<file path="src/rtl/pulse_param_pkg.sv">
// Shared definitions for the pulse-parameter loader: command IDs, payload
// lengths per ID, power-up/default parameter values and FSM state encoding.
`timescale 1ns/1ps
package pulse_param_pkg;

  localparam logic [7:0] ID_DEFAULTS  = 8'h00;
  localparam logic [7:0] ID_PERIOD    = 8'h01;
  localparam logic [7:0] ID_P1WIDTH   = 8'h02;
  localparam logic [7:0] ID_DELAY     = 8'h03;
  localparam logic [7:0] ID_P2WIDTH   = 8'h04;
  localparam logic [7:0] ID_NUTDEL    = 8'h05;
  localparam logic [7:0] ID_NUTWID    = 8'h06;
  localparam logic [7:0] ID_BLOCK     = 8'h07;
  localparam logic [7:0] ID_BLOCKOFF  = 8'h08;
  localparam logic [7:0] ID_CPMG      = 8'h09;
  localparam logic [7:0] ID_FLAGS     = 8'h0A;

  localparam logic [7:0]  ST_PERIOD   = 8'd1;
  localparam logic [15:0] ST_P1WIDTH  = 16'd30;
  localparam logic [15:0] ST_DELAY    = 16'd200;
  localparam logic [15:0] ST_P2WIDTH  = 16'd60;
  localparam logic [31:0] ST_NUTDEL   = 32'd300;
  localparam logic [31:0] ST_NUTWID   = 32'd300;
  localparam logic [7:0]  ST_BLOCK    = 8'd50;
  localparam logic [15:0] ST_BLOCKOFF = 16'd100;
  localparam logic [7:0]  ST_CPMG     = 8'd1;
  localparam logic        ST_PUMP     = 1'b1;
  localparam logic        ST_BL       = 1'b1;
  localparam logic        ST_NUT      = 1'b1;

  typedef enum logic {
    S_IDLE    = 1'b0,
    S_PAYLOAD = 1'b1
  } state_e;

  function automatic logic id_valid(input logic [7:0] id);
    return id <= ID_FLAGS;
  endfunction

  // Payload length in bytes; only meaningful when id_valid(id).
  function automatic logic [2:0] id_len(input logic [7:0] id);
    case (id)
      ID_PERIOD, ID_BLOCK, ID_CPMG, ID_FLAGS:          return 3'd1;
      ID_P1WIDTH, ID_DELAY, ID_P2WIDTH, ID_BLOCKOFF:   return 3'd2;
      ID_NUTDEL, ID_NUTWID:                            return 3'd4;
      default:                                         return 3'd0;
    endcase
  endfunction

endpackage

</file>
<file path="src/rtl/pulse_param_timeout.sv">
// Inter-byte timeout: loadable down-counter with terminal-count compare.
// Ports: clk_i, rst_i (sync, active-high), clr_i/load_i (reload to limit),
//        run_i (count idle cycles), expire_o (limit reached, no load this cycle).
`timescale 1ns/1ps
module pulse_param_timeout #(
  parameter int TIMEOUT_CYCLES = 120000
) (
  input  logic clk_i,
  input  logic rst_i,
  input  logic clr_i,
  input  logic load_i,
  input  logic run_i,
  output logic expire_o
);

  localparam int W = $clog2(TIMEOUT_CYCLES + 1);
  localparam logic [W-1:0] LIMIT = W'(TIMEOUT_CYCLES);
  localparam logic [W-1:0] ONE   = W'(1);

  logic [W-1:0] cnt_q, cnt_d;

  // Count holds at one; a byte arriving on the terminal cycle wins via load_i.
  assign expire_o = run_i && !load_i && (cnt_q == ONE);

  always_comb begin
    cnt_d = cnt_q;
    if (clr_i || load_i)
      cnt_d = LIMIT;
    else if (run_i && cnt_q != ONE)
      cnt_d = cnt_q - ONE;
  end

  always_ff @(posedge clk_i) begin
    if (rst_i) cnt_q <= LIMIT;
    else       cnt_q <= cnt_d;
  end

endmodule

</file>
<file path="src/rtl/pulse_param_loader.sv">
// Parses framed UART commands (ID byte + MSB-first payload) into the pulse
// parameter register file. Each complete frame updates exactly one parameter
// (or restores all defaults for ID 0x00) and strobes rx_done_o one cycle later.
// Ports: clk_i, resetn_i (sync, active-high: load defaults), rx_byte_i/rx_valid_i
//        (byte stream), parameter outputs, rx_done_o, frame_err_o.
//
// state     | meaning
// S_IDLE    | waiting for an ID byte
// S_PAYLOAD | collecting payload bytes for id_q, timeout running
`timescale 1ns/1ps
module pulse_param_loader
  import pulse_param_pkg::*;
#(
  parameter int TIMEOUT_CYCLES = 120000
) (
  input  logic        clk_i,
  input  logic        resetn_i,
  input  logic [7:0]  rx_byte_i,
  input  logic        rx_valid_i,
  output logic [7:0]  period_o,
  output logic [15:0] p1width_o,
  output logic [15:0] delay_o,
  output logic [15:0] p2width_o,
  output logic [31:0] nut_del_o,
  output logic [31:0] nut_wid_o,
  output logic [7:0]  pulse_block_o,
  output logic [15:0] pulse_block_off_o,
  output logic [7:0]  cpmg_o,
  output logic        pump_o,
  output logic        block_o,
  output logic        nutation_o,
  output logic        rx_done_o,
  output logic        frame_err_o
);

  state_e      state_q, state_d;
  logic [7:0]  id_q;
  logic [2:0]  bytes_left_q;
  logic [31:0] shift_q, shift_d;
  logic        rx_done_q, frame_err_q;

  logic [7:0]  period_q, pulse_block_q, cpmg_q;
  logic [15:0] p1width_q, delay_q, p2width_q, pulse_block_off_q;
  logic [31:0] nut_del_q, nut_wid_q;
  logic        pump_q, block_q, nutation_q;

  logic start, shift_en, commit, load_defaults, err, expire;

  assign shift_d = {shift_q[23:0], rx_byte_i};

  pulse_param_timeout #(.TIMEOUT_CYCLES(TIMEOUT_CYCLES)) u_timeout (
    .clk_i    (clk_i),
    .rst_i    (resetn_i),
    .clr_i    (state_q != S_PAYLOAD),
    .load_i   (rx_valid_i),
    .run_i    (state_q == S_PAYLOAD),
    .expire_o (expire)
  );

  always_ff @(posedge clk_i) begin
    if (resetn_i) state_q <= S_IDLE;
    else          state_q <= state_d;
  end

  always_comb begin
    state_d = state_q;
    unique case (state_q)
      S_IDLE:
        if (rx_valid_i && id_valid(rx_byte_i) && id_len(rx_byte_i) != 3'd0)
          state_d = S_PAYLOAD;
      S_PAYLOAD:
        if ((rx_valid_i && bytes_left_q == 3'd1) || expire)
          state_d = S_IDLE;
      default: state_d = S_IDLE;
    endcase
  end

  always_comb begin
    start         = 1'b0;
    shift_en      = 1'b0;
    commit        = 1'b0;
    load_defaults = 1'b0;
    err           = 1'b0;
    unique case (state_q)
      S_IDLE:
        if (rx_valid_i) begin
          if (!id_valid(rx_byte_i))            err           = 1'b1;
          else if (id_len(rx_byte_i) == 3'd0)  load_defaults = 1'b1;
          else                                 start         = 1'b1;
        end
      S_PAYLOAD:
        if (rx_valid_i) begin
          shift_en = 1'b1;
          commit   = (bytes_left_q == 3'd1);
        end else if (expire) begin
          err = 1'b1;
        end
      default: ;
    endcase
  end

  always_ff @(posedge clk_i) begin
    if (resetn_i || load_defaults) begin
      period_q          <= ST_PERIOD;
      p1width_q         <= ST_P1WIDTH;
      delay_q           <= ST_DELAY;
      p2width_q         <= ST_P2WIDTH;
      nut_del_q         <= ST_NUTDEL;
      nut_wid_q         <= ST_NUTWID;
      pulse_block_q     <= ST_BLOCK;
      pulse_block_off_q <= ST_BLOCKOFF;
      cpmg_q            <= ST_CPMG;
      pump_q            <= ST_PUMP;
      block_q           <= ST_BL;
      nutation_q        <= ST_NUT;
    end else if (commit) begin
      // Narrow targets take the low bytes; shift_d holds exactly len bytes here.
      case (id_q)
        ID_PERIOD:   period_q          <= shift_d[7:0];
        ID_P1WIDTH:  p1width_q         <= shift_d[15:0];
        ID_DELAY:    delay_q           <= shift_d[15:0];
        ID_P2WIDTH:  p2width_q         <= shift_d[15:0];
        ID_NUTDEL:   nut_del_q         <= shift_d;
        ID_NUTWID:   nut_wid_q         <= shift_d;
        ID_BLOCK:    pulse_block_q     <= shift_d[7:0];
        ID_BLOCKOFF: pulse_block_off_q <= shift_d[15:0];
        ID_CPMG:     cpmg_q            <= shift_d[7:0];
        ID_FLAGS: begin
          pump_q     <= shift_d[0];
          block_q    <= shift_d[1];
          nutation_q <= shift_d[2];
        end
        default: ;
      endcase
    end
  end

  always_ff @(posedge clk_i) begin
    if (resetn_i) begin
      id_q         <= 8'd0;
      bytes_left_q <= 3'd0;
      shift_q      <= 32'd0;
      rx_done_q    <= 1'b0;
      frame_err_q  <= 1'b0;
    end else begin
      rx_done_q   <= commit || load_defaults;
      frame_err_q <= err;
      if (start) begin
        id_q         <= rx_byte_i;
        bytes_left_q <= id_len(rx_byte_i);
        shift_q      <= 32'd0;
      end else if (shift_en) begin
        shift_q      <= shift_d;
        bytes_left_q <= bytes_left_q - 3'd1;
      end
    end
  end

  assign period_o          = period_q;
  assign p1width_o         = p1width_q;
  assign delay_o           = delay_q;
  assign p2width_o         = p2width_q;
  assign nut_del_o         = nut_del_q;
  assign nut_wid_o         = nut_wid_q;
  assign pulse_block_o     = pulse_block_q;
  assign pulse_block_off_o = pulse_block_off_q;
  assign cpmg_o            = cpmg_q;
  assign pump_o            = pump_q;
  assign block_o           = block_q;
  assign nutation_o        = nutation_q;
  assign rx_done_o         = rx_done_q;
  assign frame_err_o       = frame_err_q;

endmodule

</file>
<file path="config.mk">
export PLATFORM = sky130hd
export DESIGN_NAME = pulse_param_loader
export DESIGN_NICKNAME = d
export VERILOG_FILES = /design/src/rtl/pulse_param_pkg.sv /design/src/rtl/pulse_param_timeout.sv /design/src/rtl/pulse_param_loader.sv
export SDC_FILE = /design/constraint.sdc
export NUM_CORES = 1
export LEC_CHECK = 0
export ABC_AREA = 1
export ABC_CLOCK_PERIOD_IN_PS = 6110
export CAP_MARGIN = 0
export CORE_MARGIN = 2
export CORE_UTILIZATION = 45
export CTS_CLUSTER_SIZE = 10
export DETAILED_ROUTE_END_ITERATION = 8
export DONT_BUFFER_PORTS = 1
export SLEW_MARGIN = 0
export SYNTH_ARGS = -nofsm -noshare
export SYNTH_HDL_FRONTEND = slang
export SYNTH_SLANG_ARGS = --single-unit
</file>
<file path="constraint.sdc">
create_clock -name clk_i -period 6.11 [get_ports clk_i]
set_clock_uncertainty 0.05 [all_clocks]
set_input_delay 0.611 -clock clk_i [delete_from_list [all_inputs] [get_ports clk_i]]
set_output_delay 0.611 -clock clk_i [all_outputs]
set_load 0.01 [all_outputs]
</file>
==> results_dict.tcl <==
set metrics [dict create \
    run_status "complete, but fails checks" \
    violations "design-rule violations" \
    synth_seq_cells 210 \
    cp-endpoint "p2width_o[4]" \
    drive_gt1_share_pct 10.5 \
    ff2ff_setup_slack_ns 2.37 \
    pwr-share-clk_pct 47.3 \
    end_kind "register" \
    synth_nets 1064 \
    synth_largest_area_cell "dfxtp_1" \
    synth_edf_count 0 \
    setup_viol 0 \
    vdd_drop_max_mv 0.207 \
    pwr-share-comb_pct 1.6 \
    grt_max_degree 80 \
    clockBufferDepth 3 \
    yosys-top-cells-count "nand2_1 (272), dfxtp_1 (210), nand3_1 (146)" \
    switchingPower_uw 564 \
    clk_pin_slew_ns 0.06 \
    fin_tns_setup_ns 0 \
    yosysWarnings 0 \
    rsz0062_at_grt "no" \
    fillerInstances 1755 \
    grt-busiest-layer "met2" \
    period_share_pct 61.2 \
    ys_seq_area_share_pct 50.4 \
    firstDrtPassIters 7 \
    seq_power_share_pct 51.2 \
    n_antenna_cell 0 \
    htree_num_levels 1 \
    post-route-drc-count 16 \
    nets 1024 \
    multiInputGateArea_sq_um 3620 \
    design_area_sq_um 8990 \
    grt_util_met1_pct 30.7 \
    maxCapViolations 0 \
    die_h_microns 140 \
    dp_slack_ns 2.18 \
    cp-start-kind "register" \
    synth_most_common_cell "nand2_1" \
    num_vias 6730 \
    cts_setup_buffers 0 \
    antenna_found_initial 0 \
    fp-row-count 49 \
    globalRouteMet3Util_pct 6.67 \
    cts_sinks 210 \
    hp-start "resetn_i" \
    r2r_end "p2width_o[4]" \
    num_io_pins 168 \
    r2r_start "state_q" \
    final_util_pct 49.7 \
    io_buffers 0 \
    synth_area_sq_um 8350 \
    synth.avg_cell_area_sq_um 7.99 \
    rr_worst_depth 6 \
    first_iter_violations 453 \
    core_area_sq_um 18100 \
    grt_pass1_wl_microns 35900 \
    crit_fanout 29 \
    die_w_microns 140 \
    die_area_sq_um 19700 \
    finalHoldViolCount 0 \
    routedWlPerCell_microns 18.3 \
    gp_congestion 0.803 \
    cts_tree "yes" \
    drv_slew 0 \
    hold_path_class "primary input to register" \
    yosys.area.top_type_share_pct 50.4 \
    cts_buffers 25 \
    synth-async-reset-ratio_pct 0 \
    p_int_mw 2.12 \
    post-dp-hpwl_microns 14400 \
    register_area_sq_um 4200 \
    start_util_pct 46.1 \
    antenna_left 0 \
    worst_slack_ns 2.37 \
    worstSkewPairLatency_ns 0.51 \
    max_freq_mhz 268 \
    postCtsHoldBufs 0 \
    syn_to_final_growth_pct 7.75 \
    drt-vias-per-instance 5.44 \
    arrival_ns 4.10 \
    worst-slew-pin-transition_ns 1.03 \
    startpoint "state_q" \
    synth_ff_type "dfxtp_1" \
    synth_area_leaders "dfxtp_1 (50%), nand2_1 (12%), nand3_1 (8.8%)" \
    drt-total-wl_microns 22700 \
    grt_util_met2_pct 35.8 \
    worstPathRequired_ns 6.47 \
    cts_root_buf "clkbuf_16" \
    syn-instance-count 1045 \
    grtUsageTotal_pct 22.6 \
    p_leak_nw 3.05 \
    place_area_sq_um 8330 \
    critical_path_class "register to register" \
    cts-resized-gates 0 \
    p_sw_share_pct 21.0 \
    ys_types 31 \
    grt_pass1_vias 6268 \
    grt-ovfl-total 0 \
    relSlewSlack_pct 31.6 \
    fin_crit_ns 3.74 \
    powerDensity_nw_per_um2 298 \
]
==> worst max-delay path: stages (launching register included) <==
cell	delay, ns
dfxtp_1	0.40
nand2_1	0.59
clkinv_2	0.54
nand3_4	0.19
nor3_4	0.77
nand2_1	0.71
o211ai_1	0.37
==> sequential cells by signal, summed over array words and instances (netlist names) <==
name / flops
nut_wid_o: 32
pulse_block_o: 8
rx_done_o: 1
state_q: 1
id_q: 8
nut_del_o: 32
block_o: 1
pulse_block_off_o: 16
u_timeout.cnt_q: 17
frame_err_o: 1
cpmg_o: 8
bytes_left_q: 3
pump_o: 1
period_o: 8
p1width_o: 16
delay_o: 16
nutation_o: 1
shift_q: 24
p2width_o: 16
==> cell families after synthesis <==
| family | Yosys count | synth area share [%] |
|---|---|---|
| AO/OA/AOI/OAI | 214 | 15.6 |
| flip-flops | 210 | 50.4 |
| buffers and inverters | 116 | 6.42 |
| XOR/XNOR | 5 | 0.525 |
| AND/OR/NAND/NOR | 492 | 25.9 |
| adder cells (fa/ha/maj) | 8 | 1.20 |
==> how the worst min path moves through the flow <==
stage	end	slack (ns)	cells past startpoint
after floorplan	u_timeout.cnt_q[16]	0.38	2
after global placement	u_timeout.cnt_q[16]	0.39	2
after detailed placement	u_timeout.cnt_q[16]	0.40	2
after CTS	state_q	0.09	1
after global routing	state_q	0.09	1
final	state_q	0.11	1
==> placed cells by master (no fill, tap or decap), types with 3 or more instances in the layout <==
cell / instances
nor2_4: 3
a21oi_2: 40
a21oi_1: 129
ha_1: 8
o21ai_0: 12
clkbuf_1: 3
inv_1: 30
o211ai_1: 32
clkinv_1: 3
nand3_1: 146
buf_4: 7
nand2_1: 272
clkbuf_16: 25
dfxtp_1: 210
nand4_2: 3
xor2_1: 5
nor2_1: 48
or2_2: 6
inv_2: 7
nor3_2: 3
==> final cells by class <==
class / count / share of cell area [%]
sequential: 210 / 46.8
multi-input combinational: 719 / 40.3
clock buffer: 29 / 7.24
tap: 229 / 3.19
inverter: 42 / 1.78
timing repair buffer: 7 / 0.584
clock inverter: 2 / 0.181
==> layer usage <==
layer | share of wire (%) | vias up
met1 | 45 | 3125
met4 | 1.2 | 0
met5 | 0 | -
met2 | 45 | 187
met3 | 7.9 | 21
li1 | - | 3397
==> metrics by stage <==
stage          total power, mW  cells  hold WS (ns)
3_5_place_dp              1.44   1207         0.402
5_1_grt                   2.77   1238        0.0891
3_3_place_gp              1.44   1207         0.393
2_1_floorplan             1.44   1045         0.379
4_1_cts                   2.71   1238        0.0898
6_report                  2.68   1238         0.115
==> power by group through the flow <==
stage | clock [mW] | combinational (mW) | sequential [mW]
after detailed placement | 0 | 0.0415 | 1.40
after CTS | 1.30 | 0.0416 | 1.37
after global routing | 1.35 | 0.0460 | 1.37
final | 1.27 | 0.0416 | 1.37
after global placement | 0 | 0.0418 | 1.40
after floorplan | 0 | 0.0421 | 1.40
Note: power is estimated with default switching activity, not from simulation.
